===== src/rtl/dtw_multi_ctrl.sv =====
// Register-mapped controller for up to eight DTW cores: global ID/IRQ registers plus per-core control FSMs.
// Latency: register write/read strobes answer one cycle after the request; o_irq follows IRQ state by one cycle.
// Backpressure: one request per strobe cycle; new requests are not accepted while ack or read strobe is high.
module dtw_multi_ctrl #(
  parameter int ADDR_WIDTH    = 16,
  parameter int DATA_WIDTH    = 32,
  parameter int NUM_CORES     = 4,
  parameter int TIMEOUT_WIDTH = 16
) (
  input  logic                            clk,
  input  logic                            rst,
  input  logic [ADDR_WIDTH-1:0]           i_reg_address,
  input  logic                            i_reg_in_rdy,
  input  logic [DATA_WIDTH-1:0]           i_reg_in_data,
  output logic                            o_reg_in_ack_stb,
  input  logic                            i_reg_out_req,
  output logic                            o_reg_out_rdy_stb,
  output logic [DATA_WIDTH-1:0]           o_reg_out_data,
  output logic                            o_reg_invalid_addr,
  output logic [NUM_CORES-1:0]            o_core_rst,
  output logic [NUM_CORES-1:0]            o_core_rs,
  output logic [NUM_CORES-1:0]            o_core_mode,
  output logic [NUM_CORES*DATA_WIDTH-1:0] o_ref_len,
  input  logic [NUM_CORES-1:0]            i_core_busy,
  input  logic [NUM_CORES-1:0]            i_core_load_done,
  output logic                            o_irq
);

  typedef enum logic [1:0] {
    ST_IDLE  = 2'd0,
    ST_ARMED = 2'd1,
    ST_RUN   = 2'd2
  } state_t;

  localparam logic [DATA_WIDTH-1:0]    VERSION  = DATA_WIDTH'(32'h2000_0000);
  localparam logic [DATA_WIDTH-1:0]    KEY      = DATA_WIDTH'(32'h0ca7_cafe);
  // Last ARMED count value before giving up; the FSM leaves ARMED on the edge that would reach all-ones.
  localparam logic [TIMEOUT_WIDTH-1:0] TMO_LAST = {{(TIMEOUT_WIDTH-1){1'b1}}, 1'b0};
  localparam int                       HI_W     = ADDR_WIDTH - 4;

  // Bus handshake state
  logic                  ack_q, rdy_q, inv_q;
  logic [DATA_WIDTH-1:0] rdata_q;
  logic                  acc_wr, acc_rd;

  // Global registers
  logic [NUM_CORES-1:0]  irq_en_q, irq_st_q, irq_st_d;
  logic                  irq_q;

  // Per-core registers
  state_t                state_q [NUM_CORES];
  state_t                state_d [NUM_CORES];
  logic [DATA_WIDTH-1:0] ref_len_q [NUM_CORES];
  logic [DATA_WIDTH-1:0] cycles_q [NUM_CORES];
  logic [TIMEOUT_WIDTH-1:0] tmo_q [NUM_CORES];
  logic [NUM_CORES-1:0]  core_rst_q, mode_q, done_q, tout_q;
  logic [NUM_CORES-1:0]  done_evt, tout_evt, start_w;

  // Address decode outputs
  logic                  is_glob, is_core, addr_ok;
  logic [HI_W-1:0]       core_hi;
  logic [3:0]            g_sel;
  logic [1:0]            reg_sel;
  logic [DATA_WIDTH-1:0] rd_val;
  logic                  we_irq_en, we_irq_clr;
  logic [NUM_CORES-1:0]  we_ctrl, we_ref;

  // A request is only taken while neither strobe is up; a write wins over a read.
  assign acc_wr = i_reg_in_rdy & ~ack_q & ~rdy_q;
  assign acc_rd = i_reg_out_req & ~i_reg_in_rdy & ~ack_q & ~rdy_q;

  assign g_sel   = i_reg_address[5:2];
  assign reg_sel = i_reg_address[3:2];
  assign core_hi = i_reg_address[ADDR_WIDTH-1:4] - HI_W'(4);
  assign is_glob = (i_reg_address[ADDR_WIDTH-1:6] == '0) && (i_reg_address[1:0] == 2'b00);
  assign is_core = (i_reg_address[ADDR_WIDTH-1:4] >= HI_W'(4)) && (core_hi < HI_W'(NUM_CORES))
                   && (i_reg_address[1:0] == 2'b00);

  // Address decode: read mux and per-register write enables (enables only fire on an accepted write).
  always_comb begin
    addr_ok    = 1'b0;
    rd_val     = '0;
    we_irq_en  = 1'b0;
    we_irq_clr = 1'b0;
    we_ctrl    = '0;
    we_ref     = '0;
    if (is_glob) begin
      addr_ok = 1'b1;
      case (g_sel)
        4'd0: rd_val = VERSION;
        4'd1: rd_val = KEY;
        4'd2: begin rd_val = DATA_WIDTH'(irq_en_q); we_irq_en  = acc_wr; end
        4'd3: begin rd_val = DATA_WIDTH'(irq_st_q); we_irq_clr = acc_wr; end
        4'd4: rd_val = DATA_WIDTH'(NUM_CORES);
        default: addr_ok = 1'b0;
      endcase
    end else if (is_core) begin
      addr_ok = 1'b1;
      for (int n = 0; n < NUM_CORES; n++) begin
        if (core_hi == HI_W'(n)) begin
          case (reg_sel)
            2'd0: begin
              rd_val     = {{(DATA_WIDTH-3){1'b0}}, mode_q[n], 1'b0, core_rst_q[n]};
              we_ctrl[n] = acc_wr;
            end
            2'd1: rd_val = {{(DATA_WIDTH-6){1'b0}}, state_q[n], tout_q[n], done_q[n],
                            i_core_load_done[n], i_core_busy[n]};
            2'd2: begin
              rd_val    = ref_len_q[n];
              we_ref[n] = acc_wr;
            end
            default: rd_val = cycles_q[n];
          endcase
        end
      end
    end
  end

  // Per-core FSM next state; abort and core reset override everything and never raise an event.
  always_comb begin
    done_evt = '0;
    tout_evt = '0;
    start_w  = '0;
    for (int n = 0; n < NUM_CORES; n++) begin
      state_d[n] = state_q[n];
      start_w[n] = we_ctrl[n] & i_reg_in_data[1];
      if ((we_ctrl[n] & (i_reg_in_data[3] | i_reg_in_data[0])) | core_rst_q[n]) begin
        state_d[n] = ST_IDLE;
      end else begin
        case (state_q[n])
          ST_IDLE: if (start_w[n]) state_d[n] = ST_ARMED;
          ST_ARMED: begin
            if (i_core_busy[n]) begin
              state_d[n] = ST_RUN;
            end else if (tmo_q[n] == TMO_LAST) begin
              state_d[n]  = ST_IDLE;
              tout_evt[n] = 1'b1;
            end
          end
          ST_RUN: begin
            if (!i_core_busy[n]) begin
              state_d[n]  = ST_IDLE;
              done_evt[n] = 1'b1;
            end
          end
          default: state_d[n] = ST_IDLE;
        endcase
      end
    end
    // A new event on a bit beats a coincident write-1-to-clear of that bit.
    irq_st_d = (irq_st_q & ~(we_irq_clr ? i_reg_in_data[NUM_CORES-1:0] : '0)) | done_evt | tout_evt;
  end

  // Bus strobes, read data register and global registers.
  always_ff @(posedge clk) begin
    if (rst) begin
      ack_q    <= 1'b0;
      rdy_q    <= 1'b0;
      inv_q    <= 1'b0;
      rdata_q  <= '0;
      irq_en_q <= '0;
      irq_st_q <= '0;
      irq_q    <= 1'b0;
    end else begin
      ack_q    <= acc_wr;
      rdy_q    <= acc_rd;
      inv_q    <= (acc_wr | acc_rd) & ~addr_ok;
      if (acc_rd) rdata_q <= rd_val;
      if (we_irq_en) irq_en_q <= i_reg_in_data[NUM_CORES-1:0];
      irq_st_q <= irq_st_d;
      irq_q    <= |(irq_st_q & irq_en_q);
    end
  end

  // Per-core state, control bits, stickies and counters.
  always_ff @(posedge clk) begin
    if (rst) begin
      core_rst_q <= '0;
      mode_q     <= '0;
      done_q     <= '0;
      tout_q     <= '0;
      for (int n = 0; n < NUM_CORES; n++) begin
        state_q[n]   <= ST_IDLE;
        ref_len_q[n] <= '0;
        cycles_q[n]  <= '0;
        tmo_q[n]     <= '0;
      end
    end else begin
      for (int n = 0; n < NUM_CORES; n++) begin
        state_q[n] <= state_d[n];
        if (we_ctrl[n]) begin
          core_rst_q[n] <= i_reg_in_data[0];
          mode_q[n]     <= i_reg_in_data[2];
        end
        if (we_ref[n]) ref_len_q[n] <= i_reg_in_data;
        if (start_w[n]) begin
          done_q[n] <= 1'b0;
          tout_q[n] <= 1'b0;
        end
        if (done_evt[n]) done_q[n] <= 1'b1;
        if (tout_evt[n]) tout_q[n] <= 1'b1;
        if (state_q[n] == ST_IDLE && state_d[n] == ST_ARMED) begin
          tmo_q[n]    <= '0;
          cycles_q[n] <= '0;
        end else begin
          if (state_q[n] == ST_ARMED) tmo_q[n] <= tmo_q[n] + TIMEOUT_WIDTH'(1);
          if (state_q[n] == ST_RUN && cycles_q[n] != '1) cycles_q[n] <= cycles_q[n] + DATA_WIDTH'(1);
        end
      end
    end
  end

  // Core-facing outputs derived from stored state.
  always_comb begin
    for (int n = 0; n < NUM_CORES; n++) begin
      o_core_rs[n]                         = (state_q[n] == ST_ARMED) || (state_q[n] == ST_RUN);
      o_ref_len[n*DATA_WIDTH +: DATA_WIDTH] = ref_len_q[n];
    end
  end

  assign o_core_rst         = core_rst_q;
  assign o_core_mode        = mode_q;
  assign o_reg_in_ack_stb   = ack_q;
  assign o_reg_out_rdy_stb  = rdy_q;
  assign o_reg_out_data     = rdata_q;
  assign o_reg_invalid_addr = inv_q;
  assign o_irq              = irq_q;

endmodule


===== config.mk =====
export PLATFORM = sky130hd
export DESIGN_NAME = dtw_multi_ctrl
export DESIGN_NICKNAME = d
export VERILOG_FILES = /design/src/rtl/dtw_multi_ctrl.sv
export SDC_FILE = /design/constraint.sdc
export NUM_CORES = 1
export LEC_CHECK = 0
export BUFFER_PORTS_ARGS = -buffer_cell sky130_fd_sc_hd__buf_2
export CORE_MARGIN = 2
export CORE_UTILIZATION = 45
export CTS_CLUSTER_SIZE = 20
export DETAILED_ROUTE_END_ITERATION = 16
export HOLD_SLACK_MARGIN = 0.05
export PLACE_DENSITY = 0.67
export SLEW_MARGIN = 20
export SYNTH_ARGS = -nofsm -noshare
export SYNTH_HDL_FRONTEND = slang
export SYNTH_SLANG_ARGS = --single-unit

===== constraint.sdc =====
create_clock -name clk -period 3.5 [get_ports clk]
set_clock_uncertainty 0.05 [all_clocks]
set_input_delay 0.7 -clock clk [delete_from_list [all_inputs] [get_ports clk]]
set_output_delay 0.7 -clock clk [all_outputs]
set_load 0.005 [all_outputs]

Yosys cells after proc, flatten, opt, wreduce, memory -nomap -nowiden
Memories as Yosys holds them, arrays and structs flattened.
Index checks and enable logic that the tools add are counted.
{"block": "op_classes", "mux": 180, "n_addsub": 9, "eq_ne": 29, "n_reduce_logical": 34, "bitwise_logic": 53, "n_lt_le_gt_ge": 2}
{"cell": "32-bit 2-to-1 mux", "count": 18}
{"cell": "32-bit case mux with 3 select lines", "count": 4}
{"cell": "30-bit case mux with 5 select lines", "count": 1}
{"cell": "32-bit by 1-bit adder with 32-bit output (second input constant)", "count": 4}
{"cell": "16-bit 2-to-1 mux", "count": 8}
{"cell": "32-bit != test (second input constant)", "count": 4}
{"cell": "1-bit 2-to-1 mux", "count": 116}
{"cell": "16-bit by 1-bit adder with 16-bit output (second input constant)", "count": 4}
{"cell": "16-bit equality test (second input constant)", "count": 4}
{"cell": "2-bit 2-to-1 mux", "count": 24}
{"cell": "1-bit OR", "count": 30}
{"cell": "12-bit by 2-bit equality test with 1-bit output (second input constant)", "count": 2}
{"cell": "2-bit case mux with 3 select lines", "count": 4}
{"cell": "4-bit 2-to-1 mux", "count": 5}
{"cell": "2-bit by 1-bit equality test with 1-bit output (second input constant)", "count": 9}
{"cell": "2-bit nonzero test", "count": 8}
{"cell": "1-bit bitwise AND", "count": 14}
{"cell": "12-bit by 1-bit equality test with 1-bit output (second input constant)", "count": 1}
{"cell": "12-bit by 3-bit >= comparator with 1-bit output (second input constant)", "count": 1}
{"cell": "12-bit zero test", "count": 1}
{"cell": "2-bit zero test", "count": 6}
{"cell": "12-bit by 3-bit less-than comparator with 1-bit output (second input constant)", "count": 1}
{"cell": "12-bit by 3-bit subtractor with 12-bit output (second input constant)", "count": 1}
{"cell": "1-bit logical AND", "count": 11}
{"cell": "13 further kinds", "count": 26}
{"block": "word_totals", "ramBits": 328, "reg_bits": 60, "in_bits": 60, "elab_cells": 334, "out_inout_bits": 176, "memories": 4}
{"name": "cycles_q", "words": 4, "word_bits": 32, "read_ports": 4, "rd_ports_with_merged_regs": 0, "write_ports": 4, "line_no": "54", "rtl": "logic [DATA_WIDTH-1:0] cycles_q [NUM_CORES];"}
{"name": "ref_len_q", "words": 4, "word_bits": 32, "read_ports": 4, "rd_ports_with_merged_regs": 0, "write_ports": 4, "line_no": "53", "rtl": "logic [DATA_WIDTH-1:0] ref_len_q [NUM_CORES];"}
{"name": "tmo_q", "words": 4, "word_bits": 16, "read_ports": 4, "rd_ports_with_merged_regs": 0, "write_ports": 4, "line_no": "55", "rtl": "logic [TIMEOUT_WIDTH-1:0] tmo_q [NUM_CORES];"}
{"name": "state_q", "words": 4, "word_bits": 2, "read_ports": 4, "rd_ports_with_merged_regs": 0, "write_ports": 4, "line_no": "51", "rtl": "state_t state_q [NUM_CORES];"}

Depth between registers and ports, before layout
Gate-level depths: netlist (run 1).
{"block": "logic_depth", "word_depth": 18, "mapped_depth": 10, "depth_no_buf": 8}

Worst setup path after synthesis (run 1)
Ideal clock, no wire load.
{"block": "synth_timing", "path_type": "input-to-reg", "start": "in i_reg_address[10]", "end": "mem cycles_q[1][0], enable pin", "t_required_ps": 3056, "stages": 7, "slack_ps": 23, "arrival_time_ps": 3033, "cell_sequence": "or4_1 -> buf_2 -> nor2_2 -> and4_1 -> o2111ai_1 -> o21ai_1 -> nand2b_1"}
{"item": "start, declared", "line_no": "12", "rtl": "input logic [ADDR_WIDTH-1:0] i_reg_address,"}
{"item": "end, declared", "line_no": "54"}

==> impl_results.md, run 1 <==
- Worst Tran Pin Value: 0.839 ns
- Number of port buffers: 235
- Total Wirelength: 64,800 µm
- Worst-path cell chain: inv_1, ha_1, nand4_1, o41ai_1, a41oi_1, nor3_1, or3_1
- Slowest-stage cell, CP: or3_1
- H-tree Lvls: 2
- CP max stage delay: 0.63 ns
- # setup viols final: 0
- Gate Count Post-Synth: 1,911
- CP startpoint: tmo_q[2][0]
- Clock buffer count from CTS: 44
- Core Footprint: 45,400 µm²
- TNS Setup: 0 ns
- Post-synth top area share: 46.5%
- Layout cells sized above 1: 21.5%
- GP Congestion: 0.983
- LEAKAGE: 0.00897 µW
- Status: completed
- CP bufs+invs: 1
- Synth Flop Type: edfxtp_1
- Hold Violations, Final: 0
- Hold Path Class: input port to register
- Warnings from Yosys: 0
- Gr usage total: 27.0%
- Routed WL per cell: 23.1 µm
- Reg2reg start: tmo_q[2][0]
- Die ar.: 47,600 µm²
- Nets: 2,266
- Fmax: 340 MHz
- Worst rel slew slack: 43.9%
- Final instance area: 24,500 µm²
- Reg clk slew, reported paths: 0.06 ns
- Row count: 78
- Area grow syn2layout: 18.4%
- Crit-path leading delay family: simple AND/OR/NAND/NOR gates
- Number of remaining DRC errors: 0
- Vias in the first global route: 15,799
- CP required: 3.65 ns
- Syn Nets: 2,003
- Number of detailed-route iterations in the first pass: 6
- Antenna viol nets, final: 0
- Post-Synthesis Cell Area: 20,700 µm²
- Avg Inst Size Synth: 10.8 µm²
- Logic pwr share: 6.4%
- Fraction of registers with async set/reset: 0%
- Worst hold slack: 0.390 ns
- #FFs+latches synth: 388
- Max IR drop VDD: 0.000304 V
- First-pass GRT wire length: 96,200 µm
- Area leader, netlist: edfxtp_1
- Resize count post-CTS: 0
- Switching share of power: 23.6%
- Gr ovfl total: 0
- Via density: 5.98
- CTS hold repair buffers: 0
- Largest cells by area after synthesis: edfxtp_1, dfxtp_1, xor2_1, nor2_1, and2_1
- Worst-Skew Late Latency: 0.58 ns
- Die width: 218 µm
- Num Clock Sinks: 388
- Count of different cell masters after synthesis: 74
- TritonCTS clock tree: built
- Part of the power in the clock network: 45.1%
- Largest net degree at the start of global routing: 44
- Initial DRC count: 2,214
- Clock buffer depth: 3
- Internal power: 8360 µW
- Final Cycle Share: 84.0%
- Crit Path Class: register to register
- CP arrival: 3.09 ns
- Min Tclk post-route: 2.94 ns
- Sequential-to-total area share from yosys stat: 53.1%
- Slew Limit Fails: 0
- Post-CTS setup buffers: 0
- CP endpoint kind: register
- P per Cell Area: 447 nW/µm²
- Vias after detailed routing: 16,807
- # Max-Cap Violations: 0
- DIE HEIGHT: 218 µm
- Initial core utilization: 45.5%
- Placed Area: 22,900 µm²
- IO Pins: 236
- RSZ-0062 raised after global routing: false
- Switching pwr: 2580 µW
- Crit path launch type: register
- Flop pwr share: 48.5%
- Clock tree root buffer cell: clkbuf_16
- Min-delay src: i_core_busy[2]
- Dpl hpwl: 48,300 µm
- Max Fanout on Critical Path: 16
- Initial antenna violation count: 2
- Post-synth EDFFs: 320
[kinds of logic (layout without fill, tap and decap cells)]
kind of cell | Yosys count | after routing | synth area share, %
fa+ha+maj | 32 | 32 | 1.94
flops | 388 | 388 | 53.1
buf+inv | 131 | 430 | 2.63
other cells | 0 | 2 | 0
simple gates | 890 | 890 | 21.9
mux | 103 | 103 | 7.16
compound gates | 203 | 203 | 6.31
xor+xnor | 164 | 164 | 6.95
[per-layer routing]
| layer | GRT usage, % | vias up | routed length (µm) |
|---|---|---|---|
| met4 | 11.1 | 2 | 2700 |
| met5 | 0 | - | 13 |
| li1 | - | 7521 | - |
| met2 | 42.0 | 930 | 29400 |
| met3 | 5.43 | 129 | 6510 |
| met1 | 36.9 | 8225 | 26200 |
[registers in the layout, summed over array words and instances (netlist names)]
| signal | cells |
|---|---|
| o_reg_out_rdy_stb | 1 |
| state_q | 8 |
| o_irq | 1 |
| o_core_mode | 4 |
| irq_st_q | 4 |
| o_reg_in_ack_stb | 1 |
| cycles_q | 128 |
| irq_en_q | 4 |
| done_q | 4 |
| tout_q | 4 |
| o_reg_invalid_addr | 1 |
| ref_len_q | 128 |
| o_reg_out_data | 32 |
| tmo_q | 64 |
| o_core_rst | 4 |
[worst paths after layout]
kind / end / slack (ns) / cells after the start
max: tmo_q[2][5] / 0.56 / 7
min: state_q[2][1] / 0.39 / 3
max reg2reg: tmo_q[2][5] / 0.56 / 7
min reg2reg: done_q[0] / 0.40 / 2
[cells in the final DEF, fill, tap and decap left out, types with 7 or more instances in the layout]
cell and n:
a22oi_1 9, and4_1 13, mux4_2 33, nand2_1 146, nor2_1 239, a21oi_1 56, clkbuf_16 46, nor4_1 16
nand4_1 51, ha_1 32, dfxtp_1 68, xnor2_1 61, buf_2 234, buf_4 65, a211oi_1 19, nor3_1 100
mux2_2 29, and3_1 22, mux2i_1 41, inv_1 38, nand3_1 103, buf_12 10, o31ai_1 8, and2_1 133
xor2_1 103, o21ai_0 44, edfxtp_1 320, a221oi_1 17, a31oi_1 7, or3_1 17
[per-stage QoR]
| stage | setup slack [ns] | util (%) | power [µW] | instances |
|---|---|---|---|---|
| 2_1_floorplan | 0.0225 | - | 5700 | 1911 |
| 3_3_place_gp | 0.234 | 50.5 | 6070 | 2728 |
| 3_5_place_dp | 0.159 | 50.5 | 6080 | 2728 |
| 4_1_cts | 0.557 | 53.9 | 11000 | 2810 |
| 5_1_grt | 0.211 | 53.9 | 11200 | 2810 |
| 6_report | 0.562 | 53.9 | 10900 | 2812 |
[final cells by class]
class                   instances  area [µm²]
clock buffers                  56        1240
diodes                          2        5.00
fillers                      3978       20900
multi-input cells            1392        9190
flip-flops and latches        388       11000
clock inverters                26         308
inverters                      39         146
well taps                     600         751
repair buffers                309        1860
[cells in the mapped netlist, drive strengths merged, types with 3 or more instances]
| library cell | n |
|---|---|
| a22o | 6 |
| a22oi | 9 |
| xor2 | 103 |
| edfxtp | 320 |
| and2 | 133 |
| or3 | 17 |
| dfxtp | 68 |
| nor4 | 22 |
| nand2 | 147 |
| or2 | 6 |
| nand3b | 3 |
| o41ai | 3 |
| mux2 | 29 |
| nor3 | 106 |
| and4 | 13 |
| clkbuf | 61 |
| a211oi | 19 |
| xnor2 | 61 |
| o2111ai | 3 |
| or3b | 3 |
| o21ai | 54 |
| nor4b | 3 |
| ha | 32 |
| a21oi | 56 |
| nand3 | 103 |
| mux4 | 33 |
| nor2b | 4 |
| or4 | 4 |
| a221oi | 17 |
| and3 | 22 |
| o31ai | 8 |
| buf | 31 |
| o22ai | 3 |
| nor2 | 241 |
| mux2i | 41 |
| inv | 39 |
| a31oi | 7 |
| nand2b | 5 |
| nand4 | 51 |
[tightest hold or removal path: cells and delay by family]
kind	cells	cell delay, ns
buffers and inverters	1	0.13
AND/OR/NAND/NOR	1	0.07
AO/OA/AOI/OAI	1	0.07
[power by group through the flow]
stage / Clock [µW] / Combinational, µW / Sequential [µW]
final: 4930 / 697 / 5300
after floorplan: 0 / 370 / 5330
after global placement: 0 / 681 / 5390
after CTS: 4980 / 693 / 5300
after detailed placement: 0 / 689 / 5390
after global routing: 5130 / 740 / 5320
Power figures use the tool's default switching activity.
==> run 2, diff against run 1 <==
==> constraint.sdc (replaced) <==
create_clock -name clk -period 2.5 [get_ports clk]
set_clock_uncertainty 0.05 [all_clocks]
set_input_delay 0.5 -clock clk [delete_from_list [all_inputs] [get_ports clk]]
set_output_delay 0.5 -clock clk [all_outputs]
set_load 0.005 [all_outputs]
==> run 2 against run 1 <==
Effect of this change: sequential share of layout area fell by 2.3 points; die area stayed put; critical endpoint is now cycles_q[3][29]; maximum frequency increased by 20%; worst setup slack got worse by 0.51 ns.
==> impl_results.md, run 2 (synthesized netlist as in run 1, its figures left out) <==
- IO Pins: 236
- Most frequent cells in the layout: edfxtp_1, nor2_1, buf_2
- Status: completed
- Worst-Skew Late Latency: 0.59 ns
- Number of remaining DRC errors: 0
- DIE HEIGHT: 218 µm
- H-tree Lvls: 2
- Max IR drop VDD: 0.000551 V
- Number of port buffers: 235
- Via density: 5.81
- Slew Limit Fails: 0
- CP endpoint kind: register
- GP Congestion: 0.933
- P per Cell Area: 587 nW/µm²
- Vias in the first global route: 16,350
- Cell count along the critical path: 9
- Min Tclk post-route: 2.44 ns
- # setup viols final: 0
- Most common cell after layout, fill and taps aside: edfxtp_1
- Hold Violations, Final: 0
- Crit Path Class: register to register
- Flop pwr share: 48.9%
- CP arrival: 2.73 ns
- Gr ovfl total: 0
- Crit path launch type: register
- R2R depth: 9
- Area grow syn2layout: 24.9%
- TritonCTS clock tree: built
- Fmax: 409 MHz
- RSZ-0062 raised after global routing: true
- Worst-path cell chain: ha_2, nand3_2, nor4_4, nand3_1, o41ai_2, buf_4, or3_4, clkbuf_16, nor2_1
- Num Clock Sinks: 388
- Core Footprint: 45,400 µm²
- Placed Area: 24,100 µm²
- CP max stage delay: 0.43 ns
- TNS Setup: 0 ns
- Antenna viol nets, final: 0
- Logic pwr share: 7.5%
- Switching share of power: 23.6%
- Reg clk slew, reported paths: 0.06 ns
- Clock buffer count from CTS: 43
- Biggest regs: cycles_q (128), ref_len_q (128), tmo_q (64)
- Vias after detailed routing: 17,052
- Initial DRC count: 1,880
- Part of the power in the clock network: 43.7%
- # Max-Cap Violations: 0
- Number of detailed-route iterations in the first pass: 8
- Worst Tran Pin Value: 0.708 ns
- Routed WL per cell: 23.0 µm
- Largest net degree at the start of global routing: 83
- Slowest-stage cell, CP: o41ai_2
- Row count: 78
- CP bufs+invs: 2
- Internal power: 11,600 µW
- WHS Path Cells: 2
- Clock buffer depth: 3
- Layout cells sized above 1: 27.1%
- LEAKAGE: 0.00973 µW
- Final instance area: 25,800 µm²
- Clock tree root buffer cell: clkbuf_16
- Initial core utilization: 45.5%
- Die ar.: 47,600 µm²
- Final Cycle Share: 97.7%
- Crit-path leading delay family: simple AND/OR/NAND/NOR gates
- Hold Path Class: input port to register
- Initial antenna violation count: 3
- Dpl hpwl: 50,800 µm
- Switching pwr: 3570 µW
- CP required: 2.79 ns
- Worst rel slew slack: 52.6%
- Max Fanout on Critical Path: 16
- First-pass GRT wire length: 98,900 µm
- Die width: 218 µm
- Total Wirelength: 67,500 µm
- Nets: 2,391
- Gr usage total: 27.8%
==> run 2: cell count changes in the layout (fill, tap and decap cells not counted), sizes merged <==
cell / before / now
clkinv: 14 / 17
inv: 39 / 41
diode: 2 / 1
clkinvlp: 6 / 0
buf: 309 / 433
clkbuf: 56 / 57
==> run 2: layout make-up <==
cell class / instances / area, µm²
Timing Repair Buffer: 435 / 3000
Antenna cell: 1 / 2.50
Multi-Input combinational cell: 1392 / 9480
Inverter: 39 / 146
Fill cell: 3922 / 19600
Tap cell: 600 / 751
Clock inverter: 25 / 290
Sequential cell: 388 / 11000
Clock buffer: 55 / 1160
==> run 2: final timing paths <==
path | from | to | slack (ns)
setup / recovery | cycles_q[3][1] | cycles_q[3][29] | 0.06
hold / removal | i_reg_in_data[21] | ref_len_q[3][21] | 0.20
setup reg to reg | cycles_q[3][1] | cycles_q[3][29] | 0.06
hold reg to reg | o_reg_out_data[8] | o_reg_out_data[8] | 0.41
==> run 2: repair_timing <==
item | in CTS | in global routing
setup buffers | 0 | 8
gates resized for setup | 3 | 16
hold buffers | 0 | 0
pin swaps | 0 | 5
cloned | 0 | 2
endpoints found under the setup margin | 94 | 297
==> run 2: routing by layer <==
metal	track usage, %	share of wire [%]
met5	0	0
met4	11.5	3.8
met3	6.64	10
met2	43.3	45
met1	37.3	40
==> run 2: metrics by stage <==
stage               power (µW)  worst slack, ns  hold WS (ns)  cells  util (%)
global placement          8610           -0.409         0.383   2844      53.2
CTS                      15200          0.00200         0.184   2924      56.4
detailed placement        8630           -0.413         0.394   2844      53.2
finish                   15100           0.0567         0.202   2935      56.8
floorplan                 8000           -0.148         0.383   1911         -
global route             15600          -0.0388         0.204   2934      56.8
==> run 2: power by group through the flow <==
stage	clock network (µW)	registers (µW)	logic (µW)
after detailed placement	0	7520	1110
after CTS	6700	7390	1110
after global routing	6940	7420	1200
after floorplan	0	7460	537
after global placement	0	7520	1090
final	6610	7400	1130
==> run 2: worst register-to-register path, cell delays in order (launching register included) <==
cell	delay (ns)
edfxtp_1	0.40
ha_2	0.23
nand3_2	0.12
nor4_4	0.21
nand3_1	0.19
o41ai_2	0.43
buf_4	0.19
or3_4	0.16
clkbuf_16	0.18
nor2_1	0.06
==> run 3, diff against run 2 <==
--- a/config.mk
+++ b/config.mk
@@ -6,12 +6,11 @@
 export NUM_CORES = 1
 export LEC_CHECK = 0
 export BUFFER_PORTS_ARGS = -buffer_cell sky130_fd_sc_hd__buf_2
-export CORE_MARGIN = 2
 export CORE_UTILIZATION = 45
 export CTS_CLUSTER_SIZE = 20
 export DETAILED_ROUTE_END_ITERATION = 16
 export HOLD_SLACK_MARGIN = 0.05
-export PLACE_DENSITY = 0.67
+export RECOVER_POWER = 100
 export SLEW_MARGIN = 20
 export SYNTH_ARGS = -nofsm -noshare
 export SYNTH_HDL_FRONTEND = slang
==> constraint.sdc (replaced) <==
create_clock -name clk -period 2.95 [get_ports clk]
set_clock_uncertainty 0.05 [all_clocks]
set_input_delay 0.59 -clock clk [delete_from_list [all_inputs] [get_ports clk]]
set_output_delay 0.59 -clock clk [all_outputs]
set_load 0.005 [all_outputs]
==> run 3 against run 2 <==
Effect of this change: global-route usage rose by 0.15 points; clock-buffer cell count rose by 11; flip-flop and latch count did not move; worst setup slack improved by 0.087 ns; register-to-register slack improved by 0.09 ns; first-iteration DRC count shrank 4.0%; total power down 17%; critical path depth is 1 higher; clock power down 17%; sequential share of layout area increased by 2.1 points; largest power group unchanged.
==> impl_results.md, run 3 (synthesized netlist as in run 1, its figures left out) <==
- Layout cells sized above 1: 18.1%
- Num Clock Sinks: 388
- CP required: 3.40 ns
- Crit Path Class: input port to register
- Pre-CTS WS: -0.141 ns
- Initial antenna violation count: 2
- Non-filler cells, final: 2,873
- # fillers: 4,127
- Most common cell after layout, fill and taps aside: edfxtp_1
- Placed Area: 23,700 µm²
- Post-Place Cells: 2,789
- Internal power: 9640 µW
- Resize count post-CTS: 0
- Min Tclk post-route: 2.81 ns
- Gr ovfl total: 0
- Worst-Skew Late Latency: 0.58 ns
- Number of remaining DRC errors: 0
- Diode count: 0
- DIE HEIGHT: 216 µm
- Clock tree root buffer cell: clkbuf_16
- # Max-Cap Violations: 0
- R2R depth: 7
- Seq. cell area: 11,000 µm²
- Initial core utilization: 45.5%
- CP endpoint kind: register
- RSZ-0062 raised after global routing: false
- Hold Path Class: input port to register
- Clock buffer depth: 3
- Setup WS post-layout: 0.144 ns
- Most frequent cells in the layout: edfxtp_1, nor2_1, buf_2
- Vias after detailed routing: 16,620
- Row count: 78
- Routed WL per cell: 22.9 µm
- Die width: 216 µm
- LEAKAGE: 0.00878 µW
- Flop pwr share: 49.8%
- Biggest regs: cycles_q (128), ref_len_q (128), tmo_q (64)
- Hold Violations, Final: 0
- Number of port buffers: 235
- GP Congestion: 0.946
- Final instance area: 24,600 µm²
- CP arrival: 3.26 ns
- Crit path launch type: input port
- Core Footprint: 45,400 µm²
- Switching pwr: 2980 µW
- Fmax: 356 MHz
- Part of the power in the clock network: 43.5%
- Status: completed
- Reg clk slew, reported paths: 0.06 ns
- Power Total: 12,600 µW
- H-tree Lvls: 2
- Nets: 2,328
- TritonCTS clock tree: built
- Area grow syn2layout: 19.0%
- Max IR drop VDD: 0.000380 V
- Total Wirelength: 65,900 µm
- Max Fanout on Critical Path: 12
- Multi-input logic area: 9160 µm²
- Clock buffer count from CTS: 45
- Worst rel slew slack: 49.5%
- Die ar.: 46,800 µm²
- Logic pwr share: 6.7%
- Via density: 5.78
- Switching share of power: 23.6%
- WHS Path Cells: 3
- IO Pins: 236
- # setup viols final: 0
- Initial DRC count: 1,805
- Number of detailed-route iterations in the first pass: 5
- Post-CTS setup buffers: 0
- Vias in the first global route: 15,750
- P per Cell Area: 513 nW/µm²
- Final Cycle Share: 95.1%
- Largest net degree at the start of global routing: 57
- First-pass GRT wire length: 97,500 µm
- Gr usage total: 28.0%
- Worst Tran Pin Value: 0.755 ns
- CTS hold repair buffers: 0
- Antenna viol nets, final: 0
- Dpl hpwl: 49,500 µm
- Slew Limit Fails: 0
- Finished Core Util: 54.2%
-- run 3: cell type report --
type	count	area share, %
Clock buffer	66	5.28
Clock inverter	18	0.570
Inverter	39	0.595
Multi-Input combinational cell	1392	37.2
Sequential cell	388	44.6
Tap cell	600	3.05
Timing Repair Buffer	370	8.65
-- run 3: worst max-delay path: stages --
cell and delay, ns:
buf_2 0.10, or4_1 0.63, nor3_1 0.40, clkbuf_1 0.21, buf_4 0.16, nand2_1 0.37, o2bb2ai_1 0.38, o21bai_1 0.10
buf_2 0.16, a21oi_1 0.14
-- run 3: power groups by stage --
stage | combinational, µW | clock, µW | sequential [µW]
final | 843 | 5490 | 6290
after global routing | 899 | 5760 | 6310
after CTS | 891 | 5560 | 6280
after detailed placement | 888 | 0 | 6400
after global placement | 878 | 0 | 6390
after floorplan | 444 | 0 | 6320
-- run 3: per-layer routing --
metal / vias up / global-route usage [%] / wire length [µm]
met5: - / 0 / 25
li1: 7651 / - / -
met3: 123 / 6.33 / 6220
met4: 4 / 12.0 / 2960
met2: 813 / 42.9 / 29200
met1: 8029 / 38.0 / 27500
-- run 3: worst paths after layout --
| check | end | start | slack [ns] |
|---|---|---|---|
| worst max-delay path | o_reg_out_data[29] | i_reg_address[10] | 0.14 |
| worst min-delay path | state_q[1][1] | i_core_busy[1] | 0.31 |
| worst max register to register | tmo_q[3][14] | o_reg_out_rdy_stb | 0.15 |
| worst min register to register | o_reg_out_data[31] | o_reg_out_data[31] | 0.43 |
-- run 3: through the flow --
| step | TNS (ns) | hold WS, ns |
|---|---|---|
| after detailed placement | -20.24 | 0.403 |
| final | 0 | 0.315 |
| after global placement | -11.68 | 0.387 |
| after floorplan | 0 | 0.383 |
| after CTS | 0 | 0.278 |
| after global routing | 0 | 0.315 |
